`src/rtl/inst_queue_pkg.sv`:
```
// Shared constants for the instruction queue and its downstream consumers.
package inst_queue_pkg;

    localparam int unsigned INST_W = 32;
    localparam int unsigned ADDR_W = 32;

    // addi x0, x0, 0
    localparam logic [INST_W-1:0] NOP_INST  = 32'h0000_0013;
    localparam logic [INST_W-1:0] HALT_INST = 32'h0ff0_0513;

endpackage

```
`src/rtl/inst_queue.sv`:
```
// Circular FIFO of {instruction, PC} pairs between fetch and decode/issue.
// Occupancy is tracked explicitly, and a single-cycle clear flushes the queue.
module inst_queue
    import inst_queue_pkg::*;
#(
    parameter int unsigned DEPTH_LOG2 = 4,
    parameter int unsigned INST_W     = inst_queue_pkg::INST_W,
    parameter int unsigned ADDR_W     = inst_queue_pkg::ADDR_W
) (
    input  logic                  clk,
    input  logic                  rst,
    input  logic                  rdy,
    input  logic                  clear,
    input  logic                  inst_rdy,
    input  logic [INST_W-1:0]     inst_in,
    input  logic [ADDR_W-1:0]     pc_in,
    output logic                  iqueue_full,
    output logic                  out_valid,
    output logic [INST_W-1:0]     out_inst,
    output logic [ADDR_W-1:0]     out_pc,
    input  logic                  deq,
    output logic [DEPTH_LOG2:0]   count
);

    localparam int unsigned              DEPTH     = 1 << DEPTH_LOG2;
    localparam logic [DEPTH_LOG2:0]      CNT_FULL  = DEPTH[DEPTH_LOG2:0];
    localparam logic [DEPTH_LOG2:0]      CNT_HIGH  = CNT_FULL - 1'b1;

    logic [INST_W-1:0]     inst_mem [DEPTH];
    logic [ADDR_W-1:0]     pc_mem   [DEPTH];

    logic [DEPTH_LOG2-1:0] head_q, head_d;
    logic [DEPTH_LOG2-1:0] tail_q, tail_d;
    logic [DEPTH_LOG2:0]   count_q, count_d;
    logic                  do_push, do_pop;

    assign out_valid   = (count_q != '0);
    assign iqueue_full = (count_q >= CNT_HIGH);
    assign count       = count_q;
    assign out_inst    = inst_mem[head_q];
    assign out_pc      = pc_mem[head_q];

    // A pop in the same cycle frees the slot, so push at full is legal then.
    assign do_pop  = rdy && !clear && deq && out_valid;
    assign do_push = rdy && !clear && inst_rdy && ((count_q != CNT_FULL) || do_pop);

    always_comb begin
        head_d  = head_q;
        tail_d  = tail_q;
        count_d = count_q;
        if (rdy && clear) begin
            head_d  = '0;
            tail_d  = '0;
            count_d = '0;
        end else begin
            if (do_pop) begin
                head_d = head_q + 1'b1;
            end
            if (do_push) begin
                tail_d = tail_q + 1'b1;
            end
            if (do_push && !do_pop) begin
                count_d = count_q + 1'b1;
            end else if (do_pop && !do_push) begin
                count_d = count_q - 1'b1;
            end
        end
    end

    always_ff @(posedge clk or negedge rst) begin
        if (!rst) begin
            head_q  <= '0;
            tail_q  <= '0;
            count_q <= '0;
        end else begin
            head_q  <= head_d;
            tail_q  <= tail_d;
            count_q <= count_d;
        end
    end

    always_ff @(posedge clk) begin
        if (do_push) begin
            inst_mem[tail_q] <= inst_in;
            pc_mem[tail_q]   <= pc_in;
        end
    end

    // A compliant fetch stage never pushes into a full queue without a pop.
    push_while_full: assert property (@(posedge clk) disable iff (!rst)
        !(rdy && !clear && inst_rdy && (count_q == CNT_FULL) && !do_pop))
        else $error("inst_queue: push dropped while full");

endmodule

```
`config.mk`:
```
export PLATFORM = sky130hd
export DESIGN_NAME = inst_queue
export DESIGN_NICKNAME = d
export VERILOG_FILES = /design/src/rtl/inst_queue_pkg.sv /design/src/rtl/inst_queue.sv
export SDC_FILE = /design/constraint.sdc
export NUM_CORES = 1
export LEC_CHECK = 0
export CORE_AREA = 2 2 284 286
export CTS_BUF_LIST = sky130_fd_sc_hd__clkbuf_8
export CTS_CLUSTER_SIZE = 40
export DETAILED_ROUTE_END_ITERATION = 10
export DIE_AREA = 0 0 286 288
export PLACE_DENSITY = 0.7
export SYNTH_ARGS = -nofsm -noshare
export SYNTH_HDL_FRONTEND = slang
export SYNTH_SLANG_ARGS = --single-unit
```
`constraint.sdc`:
```
create_clock -name clk -period 9.3 [get_ports clk]
set_clock_uncertainty 0.05 [all_clocks]
set_input_delay 1.86 -clock clk [delete_from_list [all_inputs] [get_ports clk]]
set_output_delay 1.86 -clock clk [all_outputs]
set_load 0.02 [all_outputs]
```
After elaboration in Yosys (flattened, before gate mapping)
Memories as Yosys holds them, arrays and structs flattened.
Cells that the tools add are included.
{"block": "word_totals", "in_bits": 70, "memories": 2, "latch_bits": 0, "ramBits": 1024, "rom_bits": 0, "ff_bits": 13}
{"block": "classes", "reduce_logical": 16, "add_sub_neg": 4, "muxes": 9, "multipliers": 0, "n_eq_ne": 1, "n_lt_le_gt_ge": 1, "shifts": 0, "n_div": 0, "n_bitwise": 0}
{"memory": "inst_mem", "depth": 16, "width": 32, "read_ports": 1, "rd_ports_with_merged_regs": 0, "write_ports": 1, "line": "inst_queue.sv:29", "rtl": "logic [INST_W-1:0] inst_mem [DEPTH];"}
{"memory": "pc_mem", "depth": 16, "width": 32, "read_ports": 1, "rd_ports_with_merged_regs": 0, "write_ports": 1, "line": "inst_queue.sv:30", "rtl": "logic [ADDR_W-1:0] pc_mem [DEPTH];"}
{"op": "two-way mux 4 bit", "count": 4}
{"op": "two-way mux 5 bit", "count": 3}
{"op": "adder 4 x 1 -> 4 bit, second input constant", "count": 2}
{"op": "logical AND 1 bit", "count": 8}
{"op": "adder 5 x 1 -> 5 bit, second input constant", "count": 1}
{"op": ">= comparator 5 x 4 -> 1 bit, second input constant", "count": 1}
{"op": "inequality test 5 bit, second input constant", "count": 1}
{"op": "nonzero test 5 bit", "count": 1}
{"op": "subtractor 5 x 1 -> 5 bit, second input constant", "count": 1}
{"op": "nonzero test 2 bit", "count": 2}
{"op": "logical NOT 1 bit", "count": 3}
{"op": "nonzero test 3 bit", "count": 1}
{"op": "two-way mux 1 bit", "count": 2}
{"op": "logical OR 1 bit", "count": 1}

Longest topological paths before layout
{"block": "logic_depth", "ltp_word": 11, "ltp_mapped": 8, "ltp_nobuf": 8}

Worst setup path after synthesis
OpenSTA, ideal clock, no wires.
{"block": "synth_path", "path_kind": "input to register", "start": "input clear", "end": "memory inst_mem[10][0], enable pin", "slack_ns": 3.273, "stages": 4, "t_arrival_ns": 5.490, "n_path_buf": 0, "setup_time_ns": 0.487, "path_cell_list": "nand3b_1 a31oi_1 nand3b_1 nor2_1"}
{"block": "synth_between", "elab_chain_len": 8, "elab_cells_between_ends": 9}
{"element": "from (decl)", "line": "inst_queue.sv:13", "rtl": "input logic clear,"}
{"element": "logical NOT 1 bit *", "line": "inst_queue.sv:44, inst_queue.sv:45"}
{"element": "logical AND 1 bit *", "line": "inst_queue.sv:44, inst_queue.sv:45"}
{"element": "logical AND 1 bit (2 in series)", "line": "inst_queue.sv:44", "rtl": "assign do_pop = rdy && !clear && deq && out_valid;"}
{"element": "logical OR 1 bit", "line": "inst_queue.sv:45", "rtl": "assign do_push = rdy && !clear && inst_rdy && ((count_q != CNT_FULL) || do_pop);"}
{"element": "logical AND 1 bit *", "line": "inst_queue.sv:45"}
{"element": "two-way mux 1 bit *", "line": "inst_queue.sv:83", "rtl": "if (do_push) begin"}
{"element": "two-way mux 1 bit (not written as such) *", "line": "inst_queue.sv:84", "rtl": "inst_mem[tail_q] <= inst_in;"}
{"element": "to (decl)", "line": "inst_queue.sv:29"}
Every way passes the cells marked *; elsewhere a longest branch is shown, timed or not.

Worst setup path in the final report
{"block": "layout_path", "start": "register head_q[0]", "end": "output out_pc[19]"}
{"block": "layout_between", "elab_chain_len": 1}
{"element": "from (decl)", "line": "inst_queue.sv:32", "rtl": "logic [DEPTH_LOG2-1:0] head_q, head_d;"}
{"element": "from (signal assigned)", "line": "inst_queue.sv:72", "rtl": "head_q <= '0;"}
{"element": "from (signal assigned)", "line": "inst_queue.sv:76", "rtl": "head_q <= head_d;"}
{"element": "memory (16 x 32 bit)"}
{"element": "to (decl)", "line": "inst_queue.sv:20", "rtl": "output logic [ADDR_W-1:0] out_pc,"}
Every way passes these cells.

==> report_table.html <==
<table>
<tr><th>Metric</th><th>Value</th></tr>
<tr><th colspan="2">Routing</th></tr>
<tr><td>Post-DR wirelength/cell</td><td>27.8 microns</td></tr>
<tr><td>ANT nets after route</td><td>0</td></tr>
<tr><td>DRC</td><td>0</td></tr>
<tr><td>Iteration-0 DRC count of the detailed router</td><td>1533</td></tr>
<tr><td>Total vias in the final route</td><td>17200</td></tr>
<tr><td>Detailed Routing Iterations Pass 1</td><td>5</td></tr>
<tr><td>DR vias/cell</td><td>5.80</td></tr>
<tr><td>Total detailed-routing wirelength</td><td>82700 microns</td></tr>
<tr><th colspan="2">Critical path</th></tr>
<tr><td>Largest fanout of any net on the critical path</td><td>50</td></tr>
<tr><td>Crit path kind</td><td>reg2out</td></tr>
<tr><td>Critical Path RT</td><td>7.39 ns</td></tr>
<tr><td>Arrival time at the worst endpoint</td><td>4.45 ns</td></tr>
<tr><td>Setup crit end kind</td><td>output port</td></tr>
<tr><td>Element type at the critical path start</td><td>flip-flop</td></tr>
<tr><th colspan="2">GRT</th></tr>
<tr><td>Vias in the first global route</td><td>18700</td></tr>
<tr><td>Final global-route overflow total</td><td>0</td></tr>
<tr><td>Pin count of the biggest net entering global routing</td><td>144</td></tr>
<tr><td>First-pass GRT wire length</td><td>122000 microns</td></tr>
<tr><td>Antenna violations before repair</td><td>7</td></tr>
<tr><td>Total GRT Usage</td><td>20.6%</td></tr>
<tr><th colspan="2">Finish</th></tr>
<tr><td>Leading cell type in the layout, fill and taps excluded</td><td>sky130_fd_sc_hd__edfxtp_1</td></tr>
<tr><td>Net count reported at finish</td><td>1862</td></tr>
<tr><td>Most frequent cells in the layout</td><td>sky130_fd_sc_hd__edfxtp_1, sky130_fd_sc_hd__mux4_2, sky130_fd_sc_hd__clkbuf_8</td></tr>
<tr><td>FILL cells</td><td>5753</td></tr>
<tr><td>Share of layout cells above drive strength 1</td><td>29.4%</td></tr>
<tr><td>Area growth syn-to-layout</td><td>14.0%</td></tr>
<tr><td>Final core utilization</td><td>56.4%</td></tr>
<tr><th colspan="2">Yosys</th></tr>
<tr><td>Count of different cell masters after synthesis</td><td>36</td></tr>
<tr><td>Cell type contributing the most total cell area after synthesis</td><td>sky130_fd_sc_hd__edfxtp_1</td></tr>
<tr><td>Warnings from Yosys</td><td>0</td></tr>
<tr><td>#FFs+latches synth</td><td>1037</td></tr>
<tr><td>Ranking of synthesized cells by area</td><td>sky130_fd_sc_hd__edfxtp_1, sky130_fd_sc_hd__mux4_2, sky130_fd_sc_hd__dfrtp_1, sky130_fd_sc_hd__buf_6, sky130_fd_sc_hd__clkbuf_1</td></tr>
<tr><td>Top-area cell type share of the netlist area</td><td>78.1%</td></tr>
<tr><td>Most instantiated flip-flop cell in the synthesis netlist</td><td>sky130_fd_sc_hd__edfxtp_1</td></tr>
<tr><td>Synthesized cell area</td><td>0.0394 sq mm</td></tr>
<tr><td>Average size of a mapped cell</td><td>25.8 sq um</td></tr>
<tr><td>Count of flip-flops with a built-in enable after synthesis</td><td>1024</td></tr>
<tr><td>Cells after synthesis</td><td>1527</td></tr>
<tr><td>Net count after synthesis</td><td>1606</td></tr>
<tr><td>Share of the yosys chip area belonging to registers</td><td>78.9%</td></tr>
<tr><td>Asr flop ratio synth</td><td>1.25%</td></tr>
<tr><th colspan="2">Die</th></tr>
<tr><td>Die boundary height</td><td>288 microns</td></tr>
<tr><td>Starting density of the core</td><td>49.5%</td></tr>
<tr><td>Placement Rows</td><td>104</td></tr>
<tr><td>Area of the core</td><td>0.0796 sq mm</td></tr>
<tr><td>Top Ports</td><td>141</td></tr>
<tr><td>Die area</td><td>0.0824 sq mm</td></tr>
<tr><td>Die width</td><td>286 microns</td></tr>
<tr><th colspan="2">Clock network</th></tr>
<tr><td>Buffer type at the clock tree root</td><td>sky130_fd_sc_hd__clkbuf_8</td></tr>
<tr><td>Post-CTS Setup Bufs</td><td>0</td></tr>
<tr><td>CTS tree</td><td>done</td></tr>
<tr><td>Clock transition at path regs</td><td>0.06 ns</td></tr>
<tr><td>PostCTS Resize Cnt</td><td>0</td></tr>
<tr><td>Latest clock arrival within the worst-skew pair</td><td>0.78 ns</td></tr>
<tr><td>H-tree level count</td><td>4</td></tr>
<tr><td>Sink Count</td><td>1037</td></tr>
<tr><td>Maximum buffer depth of the clock tree</td><td>3</td></tr>
<tr><td>Hold bufs inserted after CTS</td><td>0</td></tr>
<tr><td>Clock buffers created by TritonCTS</td><td>164</td></tr>
<tr><th colspan="2">Min path</th></tr>
<tr><td>Hold WC Path Type</td><td>reg2reg</td></tr>
<tr><th colspan="2">STA</th></tr>
<tr><td>Max-slew violations</td><td>0</td></tr>
<tr><td>Hold violation total from the final report</td><td>0</td></tr>
<tr><td>Setup violations, final</td><td>0</td></tr>
<tr><td>Maximum frequency from static timing analysis</td><td>0.157 GHz</td></tr>
<tr><td>Final total negative setup slack</td><td>0 ns</td></tr>
<tr><td>Fin crit period</td><td>6.36 ns</td></tr>
<tr><td>Ratio of final minimum period to clock period</td><td>68.4%</td></tr>
<tr><td>Worst slew margin</td><td>27.9%</td></tr>
<tr><td>Unrepaired setup endpoints after global routing</td><td>false</td></tr>
<tr><td>Slew @ Worst Pin</td><td>1.08 ns</td></tr>
<tr><th colspan="2">Power</th></tr>
<tr><td>Power per Cell Area</td><td>234 mW/mm^2</td></tr>
<tr><td>Post-layout power</td><td>10.5 mW</td></tr>
<tr><td>Leakage power</td><td>13.8 nW</td></tr>
<tr><td>Highest ir drop seen on vdd</td><td>184 uV</td></tr>
<tr><th colspan="2">Placement</th></tr>
<tr><td>Final HPWL DP</td><td>41200 microns</td></tr>
<tr><td>Number of input and output port buffers inserted</td><td>140</td></tr>
<tr><td>Final RePlAce weighted congestion</td><td>0.721</td></tr>
<tr><th colspan="2">Outcome</th></tr>
<tr><td>Result of the run</td><td>finished clean</td></tr>
<tr><th colspan="2">Job</th></tr>
<tr><td>Max Cap Violations</td><td>0</td></tr>
</table>
==> cell usage after synthesis (2+ instances only) <==
| library cell | n |
|---|---|
| sky130_fd_sc_hd__a21oi_1 | 3 |
| sky130_fd_sc_hd__a31oi_1 | 2 |
| sky130_fd_sc_hd__and2_1 | 14 |
| sky130_fd_sc_hd__and3b_1 | 2 |
| sky130_fd_sc_hd__buf_1 | 9 |
| sky130_fd_sc_hd__buf_2 | 11 |
| sky130_fd_sc_hd__buf_4 | 10 |
| sky130_fd_sc_hd__buf_6 | 15 |
| sky130_fd_sc_hd__clkbuf_1 | 29 |
| sky130_fd_sc_hd__dfrtp_1 | 13 |
| sky130_fd_sc_hd__edfxtp_1 | 1024 |
| sky130_fd_sc_hd__ha_1 | 8 |
| sky130_fd_sc_hd__inv_1 | 7 |
| sky130_fd_sc_hd__mux2i_1 | 9 |
| sky130_fd_sc_hd__mux4_2 | 320 |
| sky130_fd_sc_hd__nand2_1 | 11 |
| sky130_fd_sc_hd__nand3_1 | 2 |
| sky130_fd_sc_hd__nand3b_1 | 4 |
| sky130_fd_sc_hd__nor2_1 | 10 |
| sky130_fd_sc_hd__nor3_1 | 3 |
| sky130_fd_sc_hd__o21a_1 | 2 |
| sky130_fd_sc_hd__xnor2_1 | 2 |
| sky130_fd_sc_hd__xor2_1 | 4 |
==> sequential cells by signal, summed over array words and instances (netlist names) <==
| register | count |
|---|---|
| head_q | 4 |
| pc_mem | 512 |
| count | 5 |
| inst_mem | 512 |
| tail_q | 4 |
==> layout make-up <==
type	instances	area [sq um]	share of cell area [%]
Inverter	7	26.3	0.0585
Clock buffer	168	2310	5.15
Multi-Input combinational cell	409	7910	17.6
Sequential cell	1037	31100	69.2
Antenna cell	1	2.50	0.00557
Clock inverter	124	637	1.42
Tap cell	1060	1330	2.95
Timing Repair Buffer	164	1610	3.58
==> critical path: stages, from the launching register on <==
cell,delay [ns]
sky130_fd_sc_hd__dfrtp_4,0.97
sky130_fd_sc_hd__buf_4,0.90
sky130_fd_sc_hd__mux4_2,0.61
sky130_fd_sc_hd__mux4_2,0.55
sky130_fd_sc_hd__clkdlybuf4s50_1,0.58
==> stage by stage <==
| step | setup WS [ns] | instance area [sq um] | instances | hold WS (ns) |
|---|---|---|---|---|
| after global routing | 2.58 | 44900 | 2970 | 0.545 |
| after CTS | 2.73 | 44900 | 2969 | 0.529 |
| after detailed placement | 3.50 | 42000 | 2677 | 0.517 |
| after global placement | 3.51 | 42000 | 2677 | 0.487 |
| after floorplan | 3.27 | 39400 | 1527 | 0.445 |
| final | 2.94 | 44900 | 2970 | 0.539 |
==> routing by layer <==
| metal | GRT usage [%] | vias to the layer above | routed length (microns) |
|---|---|---|---|
| li1 | - | 7211 | - |
| met2 | 35.3 | 559 | 43500 |
| met1 | 26.7 | 9319 | 33000 |
| met4 | 5.98 | 12 | 1480 |
| met3 | 4.49 | 135 | 4510 |
| met5 | 0 | - | 80 |
==> power by group <==
group          leakage [nW]  internal, mW  total (mW)  switching (mW)
sequential             9.38          5.19        5.27          0.0888
combinational          2.70         0.961        1.76           0.799
clock                  1.70          1.79        3.48            1.69
==> worst paths after layout <==
kind | startpoint | endpoint | slack (ns) | depth (start not counted)
worst max-delay path | head_q[0] | out_pc[19] | 2.94 | 4
max in group asynchronous | rst | head_q[2] | 7.38 | 1
worst min register to register | tail_q[2] | tail_q[2] | 0.54 | 1
worst min-delay path | tail_q[2] | tail_q[2] | 0.54 | 1
min in group asynchronous | rst | head_q[3] | 1.39 | 1
worst max register to register | count[0] | inst_mem[11][30] | 5.43 | 5
==> logic make-up after synthesis <==
group	Yosys count	share of synthesized area, %
and+or+nand+nor	52	0.724
buffers and inverters	81	1.19
DFF	1037	78.9
muxes	330	18.6
adders and majority gates	9	0.305
AOI/OAI and AO/OA	12	0.210
xor gates and xnor gates	6	0.133
No activity file was read; power rests on OpenSTA's default activity.
